File: config.mk
export PLATFORM = sky130hd
export DESIGN_NAME = snake_game_ctrl
export DESIGN_NICKNAME = d
export VERILOG_FILES = /design/src/rtl/snake_pkg.sv /design/src/rtl/snake_lfsr.sv /design/src/rtl/snake_game_ctrl.sv
export SDC_FILE = /design/constraint.sdc
export NUM_CORES = 1
export LEC_CHECK = 0
export ABC_AREA = 1
export ABC_CLOCK_PERIOD_IN_PS = 6000
export BUFFER_PORTS_ARGS = -buffer_cell sky130_fd_sc_hd__clkbuf_2
export CORE_ASPECT_RATIO = 0.7
export CORE_MARGIN = 1.5
export CORE_UTILIZATION = 35
export CTS_CLUSTER_DIAMETER = 100
export CTS_CLUSTER_SIZE = 12
export DETAILED_ROUTE_END_ITERATION = 6
export GPL_ROUTABILITY_DRIVEN = 1
export PLACE_DENSITY_LB_ADDON = 0.1
export SYNTH_ARGS = -nofsm -noshare
export SYNTH_HDL_FRONTEND = slang
export SYNTH_SLANG_ARGS = --single-unit
export TNS_END_PERCENT = 50
File: constraint.sdc
create_clock -name vga_clk -period 6 [get_ports vga_clk]
set_input_delay 0.3 -clock vga_clk [delete_from_list [all_inputs] [get_ports vga_clk]]
set_output_delay 0.3 -clock vga_clk [all_outputs]
set_load 0.005 [all_outputs]
File: src/rtl/snake_pkg.sv
// Shared types and constants for the snake VGA demo: game states, head
// directions, LFSR seed and RGB565 palette.
package snake_pkg;

   typedef enum logic [1:0] {
      ST_IDLE = 2'd0,
      ST_PLAY = 2'd1,
      ST_OVER = 2'd2
   } state_e;

   typedef enum logic [1:0] {
      DIR_UP    = 2'd0,
      DIR_DOWN  = 2'd1,
      DIR_LEFT  = 2'd2,
      DIR_RIGHT = 2'd3
   } dir_e;

   localparam logic [15:0] LFSR_SEED = 16'hACE1;

   localparam logic [15:0] RGB_BLACK = 16'h0000;
   localparam logic [15:0] RGB_WHITE = 16'hFFFF;
   localparam logic [15:0] RGB_RED   = 16'hF800;
   localparam logic [15:0] RGB_GREEN = 16'h07E0;
   localparam logic [15:0] RGB_BLUE  = 16'h001F;

   // Opposite pairs differ only in bit 0 (UP/DOWN, LEFT/RIGHT).
   function automatic dir_e opposite(input dir_e d);
      return dir_e'(d ^ 2'b01);
   endfunction

endpackage

File: src/rtl/snake_lfsr.sv
// 16-bit Fibonacci LFSR (taps 16,14,13,11); exposes the bit fields used
// to pick the next food cell.
module snake_lfsr #(
   parameter logic [15:0] SEED = 16'hACE1
) (
   input  logic       clk_i,
   input  logic       rst_i,
   input  logic       en_i,
   output logic [6:0] cell_x_o,
   output logic [5:0] cell_y_o
);

   logic [15:0] lfsr_q;
   logic        fb;

   assign fb = lfsr_q[15] ^ lfsr_q[13] ^ lfsr_q[12] ^ lfsr_q[10];

   always_ff @(posedge clk_i or posedge rst_i) begin
      if (rst_i)
         lfsr_q <= SEED;
      else if (en_i)
         lfsr_q <= {lfsr_q[14:0], fb};
   end

   assign cell_x_o = lfsr_q[6:0];
   assign cell_y_o = lfsr_q[13:8];

endmodule

File: src/rtl/snake_game_ctrl.sv
// Snake game sequencer: IDLE/PLAY/OVER control, frame-paced head stepping,
// wall collision and food pickup. All outputs are registered.
module snake_game_ctrl
   import snake_pkg::*;
#(
   parameter int H_DISP      = 800,
   parameter int V_DISP      = 600,
   parameter int BLOCK_W     = 10,
   parameter int STEP_FRAMES = 6,
   parameter int START_X     = 400,
   parameter int START_Y     = 300,
   parameter int FOOD_X0     = 200,
   parameter int FOOD_Y0     = 150
) (
   input  logic       vga_clk,
   input  logic       sys_rst,
   input  logic       frame_start,
   input  logic       key_up,
   input  logic       key_down,
   input  logic       key_left,
   input  logic       key_right,
   input  logic       key_start,
   output logic [9:0] box_x,
   output logic [9:0] box_y,
   output logic [9:0] food_x,
   output logic [9:0] food_y,
   output logic       fin,
   output logic [1:0] game_state,
   output logic [7:0] score
);

   localparam logic signed [10:0] STEP_S = 11'(BLOCK_W);
   localparam logic signed [10:0] X_MAX  = 11'(H_DISP - BLOCK_W);
   localparam logic signed [10:0] Y_MAX  = 11'(V_DISP - BLOCK_W);
   localparam logic [7:0]         LAST   = 8'(STEP_FRAMES - 1);

   state_e      state_q, state_d;
   dir_e        dir_q, dir_d, pend_q, pend_d;
   logic [7:0]  step_q, step_d;
   logic [9:0]  box_x_q, box_x_d, box_y_q, box_y_d;
   logic [9:0]  food_x_q, food_x_d, food_y_q, food_y_d;
   logic [7:0]  score_q, score_d;
   logic        fin_q, fin_d;
   logic        kstart_q;

   logic              start_edge, hit_wall, eat;
   logic signed [10:0] nx, ny;
   logic [6:0]        lfsr_x, cx;
   logic [5:0]        lfsr_y, cy;

   snake_lfsr #(.SEED(LFSR_SEED)) u_lfsr (
      .clk_i    (vga_clk),
      .rst_i    (sys_rst),
      .en_i     (1'b1),
      .cell_x_o (lfsr_x),
      .cell_y_o (lfsr_y)
   );

   assign start_edge = key_start & ~kstart_q;
   assign cx = (lfsr_x >= 7'd80) ? lfsr_x - 7'd80 : lfsr_x;
   assign cy = (lfsr_y >= 6'd60) ? lfsr_y - 6'd60 : lfsr_y;

   // Candidate head position, one block along the pending direction.
   always_comb begin
      nx = $signed({1'b0, box_x_q});
      ny = $signed({1'b0, box_y_q});
      case (pend_q)
         DIR_UP:    ny = ny - STEP_S;
         DIR_DOWN:  ny = ny + STEP_S;
         DIR_LEFT:  nx = nx - STEP_S;
         default:   nx = nx + STEP_S;
      endcase
   end

   assign hit_wall = (nx < 11'sd0) || (nx > X_MAX) || (ny < 11'sd0) || (ny > Y_MAX);
   assign eat      = (nx[9:0] == food_x_q) && (ny[9:0] == food_y_q);

   always_comb begin
      state_d  = state_q;
      dir_d    = dir_q;
      pend_d   = pend_q;
      step_d   = step_q;
      box_x_d  = box_x_q;
      box_y_d  = box_y_q;
      food_x_d = food_x_q;
      food_y_d = food_y_q;
      score_d  = score_q;
      fin_d    = fin_q;
      case (state_q)
         ST_IDLE: begin
            if (start_edge) begin
               state_d = ST_PLAY;
               box_x_d = 10'(START_X);
               box_y_d = 10'(START_Y);
               dir_d   = DIR_RIGHT;
               pend_d  = DIR_RIGHT;
               step_d  = '0;
               score_d = '0;
            end
         end
         ST_PLAY: begin
            // Reversal keys are dropped so a lower-priority key can still win.
            if (key_up && opposite(dir_q) != DIR_UP)
               pend_d = DIR_UP;
            else if (key_down && opposite(dir_q) != DIR_DOWN)
               pend_d = DIR_DOWN;
            else if (key_left && opposite(dir_q) != DIR_LEFT)
               pend_d = DIR_LEFT;
            else if (key_right && opposite(dir_q) != DIR_RIGHT)
               pend_d = DIR_RIGHT;
            if (frame_start) begin
               if (step_q == LAST) begin
                  step_d = '0;
                  dir_d  = pend_q;
                  if (hit_wall) begin
                     state_d = ST_OVER;
                     fin_d   = 1'b1;
                  end else begin
                     box_x_d = nx[9:0];
                     box_y_d = ny[9:0];
                     if (eat) begin
                        if (score_q != 8'hFF)
                           score_d = score_q + 8'd1;
                        food_x_d = 10'(cx * BLOCK_W);
                        food_y_d = 10'(cy * BLOCK_W);
                     end
                  end
               end else begin
                  step_d = step_q + 8'd1;
               end
            end
         end
         ST_OVER: begin
            if (start_edge) begin
               state_d = ST_IDLE;
               fin_d   = 1'b0;
            end
         end
         default: state_d = ST_IDLE;
      endcase
   end

   always_ff @(posedge vga_clk or posedge sys_rst) begin
      if (sys_rst) begin
         state_q  <= ST_IDLE;
         dir_q    <= DIR_RIGHT;
         pend_q   <= DIR_RIGHT;
         step_q   <= '0;
         box_x_q  <= 10'(START_X);
         box_y_q  <= 10'(START_Y);
         food_x_q <= 10'(FOOD_X0);
         food_y_q <= 10'(FOOD_Y0);
         score_q  <= '0;
         fin_q    <= 1'b0;
         kstart_q <= 1'b0;
      end else begin
         state_q  <= state_d;
         dir_q    <= dir_d;
         pend_q   <= pend_d;
         step_q   <= step_d;
         box_x_q  <= box_x_d;
         box_y_q  <= box_y_d;
         food_x_q <= food_x_d;
         food_y_q <= food_y_d;
         score_q  <= score_d;
         fin_q    <= fin_d;
         kstart_q <= key_start;
      end
   end

   assign box_x      = box_x_q;
   assign box_y      = box_y_q;
   assign food_x     = food_x_q;
   assign food_y     = food_y_q;
   assign fin        = fin_q;
   assign game_state = state_q;
   assign score      = score_q;

endmodule

==> results of run 1 <==
[worst min-delay path by stage]
stage,start,depth (start not counted),end
6_report,key_start,1,kstart_q
5_1_grt,key_start,1,kstart_q
4_1_cts,key_start,1,kstart_q
3_5_place_dp,u_lfsr.lfsr_q[14],0,u_lfsr.lfsr_q[15]
3_3_place_gp,u_lfsr.lfsr_q[14],0,u_lfsr.lfsr_q[15]
2_1_floorplan,key_start,0,kstart_q
[synth_stat cells, drive strengths merged (9+ instances only)]
| library cell | instances |
|---|---|
| ha | 32 |
| nand3 | 100 |
| buf | 17 |
| xor2 | 11 |
| nand2 | 235 |
| o21ai | 40 |
| a21oi | 27 |
| xnor2 | 9 |
| nor2 | 58 |
| dfrtp | 50 |
| dfstp | 26 |
| inv | 100 |
[cells by family (layout without fill, tap and decap cells)]
group | Yosys count | after routing | synth area share
simple gates | 419 | 419 | 0.333
buf+inv | 121 | 176 | 0.0965
compound gates | 82 | 82 | 0.0893
flops | 76 | 76 | 0.361
fa+ha+maj | 35 | 35 | 0.0860
xor+xnor | 20 | 20 | 0.0327
other cells | 1 | 4 | 0.000700
[flip-flops by register name, indices dropped and copies added (netlist names)]
register	flops
food_x	9
dir_q	2
game_state	2
box_x	9
food_y	9
step_q	8
box_y	9
u_lfsr.lfsr_q	16
fin	1
pend_q	2
kstart_q	1
score	8
[cell type report]
class / count / area [µm²] / area share
tap: 195 / 244 / 0.0403
sequential: 76 / 1930 / 0.320
timing repair buffer: 59 / 308 / 0.0509
inverter: 101 / 379 / 0.0627
multi-input combinational: 560 / 2910 / 0.482
clock buffer: 10 / 229 / 0.0378
clock inverter: 6 / 41.3 / 0.00683
[metal layers]
| layer | vias up | global-route usage |
|---|---|---|
| met5 | - | 0 |
| met2 | 130 | 0.282 |
| li1 | 2531 | - |
| met1 | 2306 | 0.300 |
| met3 | 13 | 0.0361 |
| met4 | 0 | 0.0465 |
[where the power goes]
group	internal [mW]	total, mW	switching, mW
Combinational	0.556	1.74	1.18
Clock	0.280	0.501	0.220
Sequential	0.633	0.759	0.125
Total	1.47	3.00	1.53
[per-stage QoR]
step / std cells / utilization / hold WS [ns]
2_1_floorplan: 757 / - / 0.331
3_3_place_gp: 991 / 0.390 / 0.334
3_5_place_dp: 991 / 0.390 / 0.337
4_1_cts: 1007 / 0.408 / 0.0837
5_1_grt: 1007 / 0.408 / 0.0932
6_report: 1007 / 0.408 / 0.0919
==> impl_metrics.ini, run 1 <==
[timing]
slew_viol_final = 0
fin_skew_ns = 0.00913
timing_hold_violations_final = 0
worstMarginPinSlew_ns = 1.00
setup_ws_ns = 1.94
relSlewSlack = 0.332
post-route-period-util = 0.676
setup_tns_ns = 0
period_minus_slack_ns = 4.06
setup_viol = 0
rsz0062_at_grt = false
max_freq_mhz = 247

[setup_path]
cp_cell_sequence = inv_2, nor2_1, inv_1, ha_1, a21oi_1, nor2_1, nor2_1, nand2_1, nand2_1, nand3_1, nand2_1, nand3b_1, a21oi_1, nand3_2, a21oi_4, buf_4, inv_1, nand2_1, o21ai_1
crit_buf_inv = 4
ff2ff_setup_slack_ns = 1.94
required_ns = 6.21
r2r-start = pend_q[0]
cp_num_cells = 19
endpoint_kind = flop
crit_path_frequent_cell = nand2_1
cp-startpoint = pend_q[0]
reg2reg_depth = 19
critPathLaunchType = flop
crit_path_end = box_x[9]
r2r_end = box_x[9]
path_max_fanout = 20
crit_family = simple AND/OR/NAND/NOR gates
crit_slowest_cell = dfstp_2
arrival_ns = 4.27
worstSetupPathType = flop to flop
critPathMaxStageDelay_ns = 0.57

[routing]
drt-total-wl_mm = 14.8
wl_met1_mm = 7.75
dr_wl_met3_um = 813
viasPerCell = 4.95
firstDrtPassIters = 5
wl_per_cell_um = 14.7
dr.first_iter.drc_count = 347
final_antenna_net_count = 0
routed.top_layer = met4
met2_wirelength_mm = 6.13
drc_errors = 0
vias = 4980

[cts]
cts_tree = done
root_buffer = clkbuf_16
insertion_delay_ns = 0.34
htreeDepth = 3
numCtsBuffers = 9
path_clk_slew_ns = 0.06
hold_buffers = 0
cts.sinks = 76
clk_path_buf_depth = 2
cts_setup_buffers = 0
ctsResizeCount = 0

[placement]
port_buffers = 54
place.gp.congestion = 0.851
hpwl_mm = 11.5
dp_slack_ns = 1.96
dpl_cell_area_um2 = 5780

[global_routing]
antenna_found_initial = 0
grt_max_degree = 77
gr-usage-all-layers = 0.196
grt_pass1_wl_mm = 24.4
grt_pass1_vias = 4675
gr-total-overflow = 0

[power_and_ir_drop]
power_per_cell_area_nw_per_um2 = 495
p_leak_nw = 3.21
fin_total_pwr_mw = 3.00
ir_drop_mv = 0.162

[die]
die_w_um = 151
rows = 37
die_area_um2 = 16100
pin_count = 59
dieHeight_um = 106
core_area_um2 = 14800
floorplan.initialDensity = 0.361

[cells_and_area]
fillers = 1577
nets = 850
stdcell_area_um2 = 6050
drive_above_1_share = 0.144
num_antenna_cells = 0
syn_to_final_growth_pct = 13.0
final_cell_mix = nand2_1 (231), nand3_1 (99), inv_1 (98)
layout_commonest_cell = nand2_1

[status]
status = complete, no violations

[hold_path]
hold_class = input pin to flop

[synthesis]
ys_seq_elements = 76
synth_edf_count = 0
yosysTopAreaCellShare = 0.234
synth_area_um2 = 5350
syn-instance-count = 754
synth_top_area_cell = dfrtp_1
synthArstFlopShare = 1.00
synth-seq-area-share = 0.361
synth-main-ff-cell = dfrtp_1
yosysWarnings = 0
yosys-top-cells-area = dfrtp_1 (23%), nand2_1 (16%), dfstp_2 (13%), nand3_1 (9.3%), ha_1 (7.5%)
ys_types = 41
syn_area_per_cell_um2 = 7.10

[job]
maxCapViolations = 0
(Power assumes the default switching activity.)
==> run 2: changes to the inputs <==
--- a/config.mk
+++ b/config.mk
@@ -6,7 +6,7 @@
 export NUM_CORES = 1
 export LEC_CHECK = 0
 export ABC_AREA = 1
-export ABC_CLOCK_PERIOD_IN_PS = 6000
+export ABC_CLOCK_PERIOD_IN_PS = 3610
 export BUFFER_PORTS_ARGS = -buffer_cell sky130_fd_sc_hd__clkbuf_2
 export CORE_ASPECT_RATIO = 0.7
 export CORE_MARGIN = 1.5
==> constraint.sdc (replaced) <==
create_clock -name vga_clk -period 3.61 [get_ports vga_clk]
set_input_delay 0.1805 -clock vga_clk [delete_from_list [all_inputs] [get_ports vga_clk]]
set_output_delay 0.1805 -clock vga_clk [all_outputs]
set_load 0.005 [all_outputs]
==> run 2 against run 1 <==
Compared with the run above:
- the flow now finishes with violations (negative hold slack)
- highest routed layer unchanged
- final cell count is 1.2% higher
- critical endpoint is now box_y[1]
- largest power group unchanged
- register-to-register slack worse by 1.6 ns
- maximum frequency is 24% higher
==> impl_metrics.ini, run 2 (synthesis results as in run 1) <==
[status]
status = complete, but fails checks
violations = negative hold slack

[job]
maxCapViolations = 0

[power_and_ir_drop]
power_per_cell_area_nw_per_um2 = 848
power.internal_mw = 2.70
switching_share = 0.491
switchingPower_mw = 2.60
power_frac_comb = 0.582
p_leak_nw = 3.30
ir_drop_mv = 0.259
p_clk_frac = 0.179
p_seq_frac = 0.239

[cells_and_area]
drive_above_1_share = 0.160
multi_input_area_um2 = 2960
layout_commonest_cell = nand2_1
top_register = u_lfsr.lfsr_q
final_cells = 1019
num_antenna_cells = 0
stdcell_area_um2 = 6260
final_cell_mix = nand2_1 (230), nand3_1 (99), inv_1 (97)
nets = 862
fillers = 1571
syn_to_final_growth_pct = 16.9
largest_register_ffs = 16
final-seq-area_um2 = 1930

[setup_path]
path_max_fanout = 12
crit_path_frequent_cell = nand2_1
endpoint_kind = flop
worstSetupPathType = flop to flop
critPathMaxStageDelay_ns = 0.57
crit_slowest_cell = dfstp_2
cp_cell_sequence = inv_2, nor2_4, inv_2, ha_1, a21oi_2, nor2_1, nor2_1, nand2_1, nand2_1, nand3_1, nand2_1, nand3b_1, a21oi_1, nand3_2, a21oi_4, buf_12, inv_1, nand2_1, nand2_1
critPathLaunchType = flop
required_ns = 3.84
arrival_ns = 3.51

[routing]
wl_per_cell_um = 14.6
dr.first_iter.drc_count = 348
drt-total-wl_mm = 14.9
drc_errors = 0
final_antenna_net_count = 0
vias = 4971
viasPerCell = 4.88
firstDrtPassIters = 4

[die]
dieHeight_um = 106
core_area_um2 = 14800
die_w_um = 151
die_area_um2 = 16100
floorplan.initialDensity = 0.361
rows = 37
pin_count = 59

[placement]
place_inst = 1000
hpwl_mm = 11.8
place.gp.congestion = 0.900
port_buffers = 54
dpl_cell_area_um2 = 5860

[cts]
root_buffer = clkbuf_16
insertion_delay_ns = 0.34
clk_path_buf_depth = 2
numCtsBuffers = 9
path_clk_slew_ns = 0.06
htreeDepth = 3
cts_tree = done
cts.sinks = 76

[global_routing]
gr-usage-all-layers = 0.201
grt_pass1_vias = 4650
antenna_found_initial = 0
gr-total-overflow = 0
grt_max_degree = 41
grt_pass1_wl_mm = 24.7

[hold_path]
hold_class = input pin to asynchronous set/reset pin

[timing]
fin_skew_ns = 0.00842
period_minus_slack_ns = 3.27
worstMarginPinSlew_ns = 0.848
rsz0062_at_grt = false
post-route-period-util = 0.907
slew_viol_final = 0
setup_viol = 0
timing_hold_violations_final = 2
max_freq_mhz = 305
relSlewSlack = 0.434
fin_hold_ws_ns = -0.00540
-- run 2: changes by cell type in the layout (fill, tap and decap cells not counted), moves of 2 or more --
| cell | change |
|---|---|
| o21ai_0 | -2 |
| buf_12 | +2 |
| nor2_4 | +3 |
| buf_4 | +8 |
| nor2_2 | -2 |
| clkinv_4 | -3 |
| bufinv_16 | +2 |
-- run 2: path summary, 6_finish.rpt --
| kind | end | slack, ns | from | cells after the start |
|---|---|---|---|---|
| setup / recovery | box_y[1] | 0.34 | pend_q[0] | 19 |
| hold / removal | u_lfsr.lfsr_q[14] | -0.005 | sys_rst | 2 |
| setup reg to reg | box_y[1] | 0.34 | pend_q[0] | 19 |
| hold reg to reg | u_lfsr.lfsr_q[15] | 0.36 | u_lfsr.lfsr_q[14] | 0 |
| max in group asynchronous | box_x[4] | 2.86 | sys_rst | 3 |
| min in group vga_clk | pend_q[1] | 0.20 | key_up | 4 |
-- run 2: final cells by class --
type	count	share of cell area
clock inverters	5	0.0124
clock buffers	11	0.0372
inverters	101	0.0606
well taps	195	0.0390
flip-flops and latches	76	0.309
repair buffers	71	0.0686
multi-input cells	560	0.473
-- run 2: metal layers --
layer  part of all wire  up-vias  routed length (µm)  global-route usage
li1                   -     2557                   -                   -
met1               0.53     2283                7950               0.310
met2               0.40      116                5990               0.278
met3              0.053       15                 783              0.0438
met4              0.013        0                 189              0.0541
met5                  0        -                   0                   0
-- run 2: power by group through the flow --
| stage | combinational [mW] | clock (mW) | sequential, mW |
|---|---|---|---|
| floorplan | 2.14 | 0 | 1.20 |
| global placement | 2.94 | 0 | 1.26 |
| detailed placement | 2.97 | 0 | 1.27 |
| CTS | 2.98 | 0.975 | 1.26 |
| global route | 3.53 | 1.02 | 1.29 |
| finish | 3.09 | 0.950 | 1.27 |
-- run 2: timing repair --
| action | CTS | global route |
|---|---|---|
| setup endpoints to repair | 8 | 46 |
| setup buffers | 0 | 2 |
| endpoints found under the hold margin | 1 | 0 |
| pin swaps | 0 | 1 |
| hold buffers | 1 | 0 |
| resized for setup | 1 | 13 |
-- run 2: critical path, delay by kind of cell (launching register included) --
family,cells,cell delay (ns)
AO/OA/AOI/OAI,3,0.58
adder cells (fa/ha/maj),1,0.36
buffers and inverters,4,0.53
flip-flops,1,0.57
AND/OR/NAND/NOR,11,1.13
-- run 2: through the flow --
stage                util  hold WS [ns]  setup WS, ns  setup TNS, ns  power [mW]
detailed placement  0.396         0.341       -0.0224        -0.0897        4.24
CTS                 0.417        0.0303       0.00835              0        5.21
global route        0.422        0.0777        0.0586              0        5.83
global placement    0.396         0.337        0.0936              0        4.21
floorplan               -         0.212         0.404              0        3.35
finish              0.422      -0.00540         0.337              0        5.31
==> run 3: changes to the inputs <==
--- a/config.mk
+++ b/config.mk
@@ -15,8 +15,8 @@
 export CTS_CLUSTER_SIZE = 12
 export DETAILED_ROUTE_END_ITERATION = 6
 export GPL_ROUTABILITY_DRIVEN = 1
-export PLACE_DENSITY_LB_ADDON = 0.1
 export SYNTH_ARGS = -nofsm -noshare
 export SYNTH_HDL_FRONTEND = slang
+export SYNTH_HIERARCHICAL = 1
 export SYNTH_SLANG_ARGS = --single-unit
 export TNS_END_PERCENT = 50
==> run 3 against run 2 <==
Compared with the run above:
- the flow now finishes without violations
- clock skew up 0.0024 ns
- design area up 2.8%
- flip-flop and latch count unchanged
- synthesized area up 6.1%
- worst hold slack better by 0.25 ns
- combinational power down 4%
- count of clock-buffer cells in the layout unchanged
- worst setup slack better by 0.11 ns
- critical path type unchanged
- largest cell class unchanged
==> impl_metrics.ini, run 3 <==
[status]
status = complete, no violations

[timing]
worstMarginPinSlew_ns = 0.809
setup_tns_ns = 0
setup_viol = 0
rsz0062_at_grt = false
fin_hold_ws_ns = 0.244
period_minus_slack_ns = 3.16
max_freq_mhz = 317
relSlewSlack = 0.460
timing_hold_violations_final = 0
fin_skew_ns = 0.0108
slew_viol_final = 0
post-route-period-util = 0.875

[routing]
vias = 5224
drt-total-wl_mm = 14.4
viasPerCell = 4.81
wl_per_cell_um = 13.3
final_antenna_net_count = 0
drc_errors = 0
dr.first_iter.drc_count = 307
firstDrtPassIters = 5

[job]
maxCapViolations = 0

[power_and_ir_drop]
switching_share = 0.476
power_frac_comb = 0.562
p_clk_frac = 0.187
fin_total_pwr_mw = 5.30
ir_drop_mv = 0.295
power_per_cell_area_nw_per_um2 = 824
power.internal_mw = 2.78
p_leak_nw = 3.45
switchingPower_mw = 2.52
p_seq_frac = 0.252

[synthesis]
syn-instance-count = 834
yosysWarnings = 6
ys_seq_elements = 76
synthArstFlopShare = 1.00
synth-main-ff-cell = dfrtp_1
yosys-top-cells-area = dfrtp_1 (22%), nand2_1 (18%), dfstp_2 (12%), nand3_1 (8.1%), ha_1 (7.3%)
synth-seq-area-share = 0.341
synth_edf_count = 0
synthMostInstantiatedCell = nand2_1
ys_types = 41
syn_area_per_cell_um2 = 6.81
synth_top_area_cell = dfrtp_1
yosysTopAreaCellShare = 0.220
synth_common_cells = nand2_1 (268), inv_1 (109), nand3_1 (92), nor2_1 (70), dfrtp_1 (50)
synth_area_um2 = 5680

[cells_and_area]
drive_above_1_share = 0.141
nets = 924
layout_commonest_cell = nand2_1
top_register = u_lfsr/lfsr_q
largest_register_ffs = 16
fillers = 1676
syn_to_final_growth_pct = 13.2
final_cell_mix = nand2_1 (266), inv_1 (107), nand3_1 (92)
num_antenna_cells = 0
stdcell_area_um2 = 6430

[cts]
cts.sinks = 76
numCtsBuffers = 9
htreeDepth = 3
root_buffer = clkbuf_16
cts_tree = done
insertion_delay_ns = 0.34
path_clk_slew_ns = 0.06
clk_path_buf_depth = 2

[setup_path]
path_max_fanout = 27
crit_path_frequent_cell = nand2_1
critPathMaxStageDelay_ns = 0.56
worstSetupPathType = flop to flop
endpoint_kind = flop
crit_slowest_cell = dfstp_2
critPathLaunchType = flop
arrival_ns = 3.42
cp_cell_sequence = inv_1, nor2_2, buf_4, ha_1, nand2_1, nand2_1, nand2_1, nand3_1, nand2_1, nand2_1, nand2_1, nand3_1, nand2_1, nand3b_1, nand2_1, inv_1, nor2_1, nand2_1, a21oi_4, buf_12, o21ai_0, o21ai_0
required_ns = 3.87

[placement]
place.gp.congestion = 0.868
hpwl_mm = 10.9
dpl_cell_area_um2 = 6060
port_buffers = 54

[global_routing]
grt_pass1_wl_mm = 24.3
gr-usage-all-layers = 0.180
antenna_found_initial = 0
grt_max_degree = 39
grt_pass1_vias = 4893
gr-total-overflow = 0

[die]
die_area_um2 = 17000
dieHeight_um = 110
die_w_um = 155
pin_count = 59
core_area_um2 = 15700
floorplan.initialDensity = 0.362
rows = 38

[hold_path]
hold_class = input pin to flop
[run 3: worst max-delay path, delay by kind of cell, from the launching register on]
family / cells / cell delay [ns]
AOI/OAI and AO/OA: 3 / 0.44
buffers and inverters: 4 / 0.44
adders and majority gates: 1 / 0.29
and+or+nand+nor: 14 / 1.36
DFF: 1 / 0.56
[run 3: kinds of logic after synthesis]
family,after synthesis,synth area share
buffers and inverters,148,0.119
AO/OA/AOI/OAI,96,0.0936
XOR/XNOR,13,0.0200
adder cells (fa/ha/maj),36,0.0833
AND/OR/NAND/NOR,463,0.342
other,2,0.00132
flip-flops,76,0.341
[run 3: power by group through the flow]
stage,combinational [mW],sequential (mW),clock (mW)
4_1_cts,2.95,1.33,1.01
3_3_place_gp,2.93,1.35,0
6_report,2.98,1.33,0.990
3_5_place_dp,2.92,1.34,0
5_1_grt,3.43,1.37,1.05
2_1_floorplan,2.30,1.27,0
[run 3: what timing repair did]
item / CTS / global route
hold endpoints to repair: 9 / 0
setup endpoints to repair: 0 / 28
hold buffers: 2 / 0
buffers inserted: 0 / 1
gates resized for setup: 0 / 7
[run 3: path summary, 6_finish.rpt]
path,startpoint,end,slack [ns],cells past startpoint
max in group asynchronous,sys_rst,box_y[2],2.18,4
setup reg to reg,pend_q[0],box_x[4],0.45,22
min in group asynchronous,sys_rst,u_lfsr/lfsr_q[12],0.47,3
hold / removal,key_up,pend_q[0],0.24,4
hold reg to reg,u_lfsr/lfsr_q[6],u_lfsr/lfsr_q[7],0.49,2
setup / recovery,pend_q[0],box_x[4],0.45,22
[run 3: layout make-up]
class	count	area (µm²)	area share
clock inverters	5	83.8	0.0130
repair buffers	67	398	0.0619
flip-flops and latches	76	1930	0.301
multi-input cells	613	3100	0.481
well taps	200	250	0.0389
clock buffers	11	243	0.0377
inverters	113	427	0.0663
[run 3: metrics by stage]
stage | setup slack [ns] | utilization | std cells
detailed placement | 0.182 | 0.386 | 1066
finish | 0.451 | 0.410 | 1085
global placement | 0.281 | 0.386 | 1066
floorplan | 0.252 | - | 837
CTS | 0.159 | 0.408 | 1084
global route | 0.0453 | 0.410 | 1085
[run 3: layer usage]
metal	wire length [µm]	track usage	share of wire	vias up
li1	-	-	-	2740
met1	7450	0.258	0.52	2350
met2	6090	0.274	0.42	121
met3	732	0.0398	0.051	13
met4	157	0.0463	0.011	0
met5	0	0	0	-
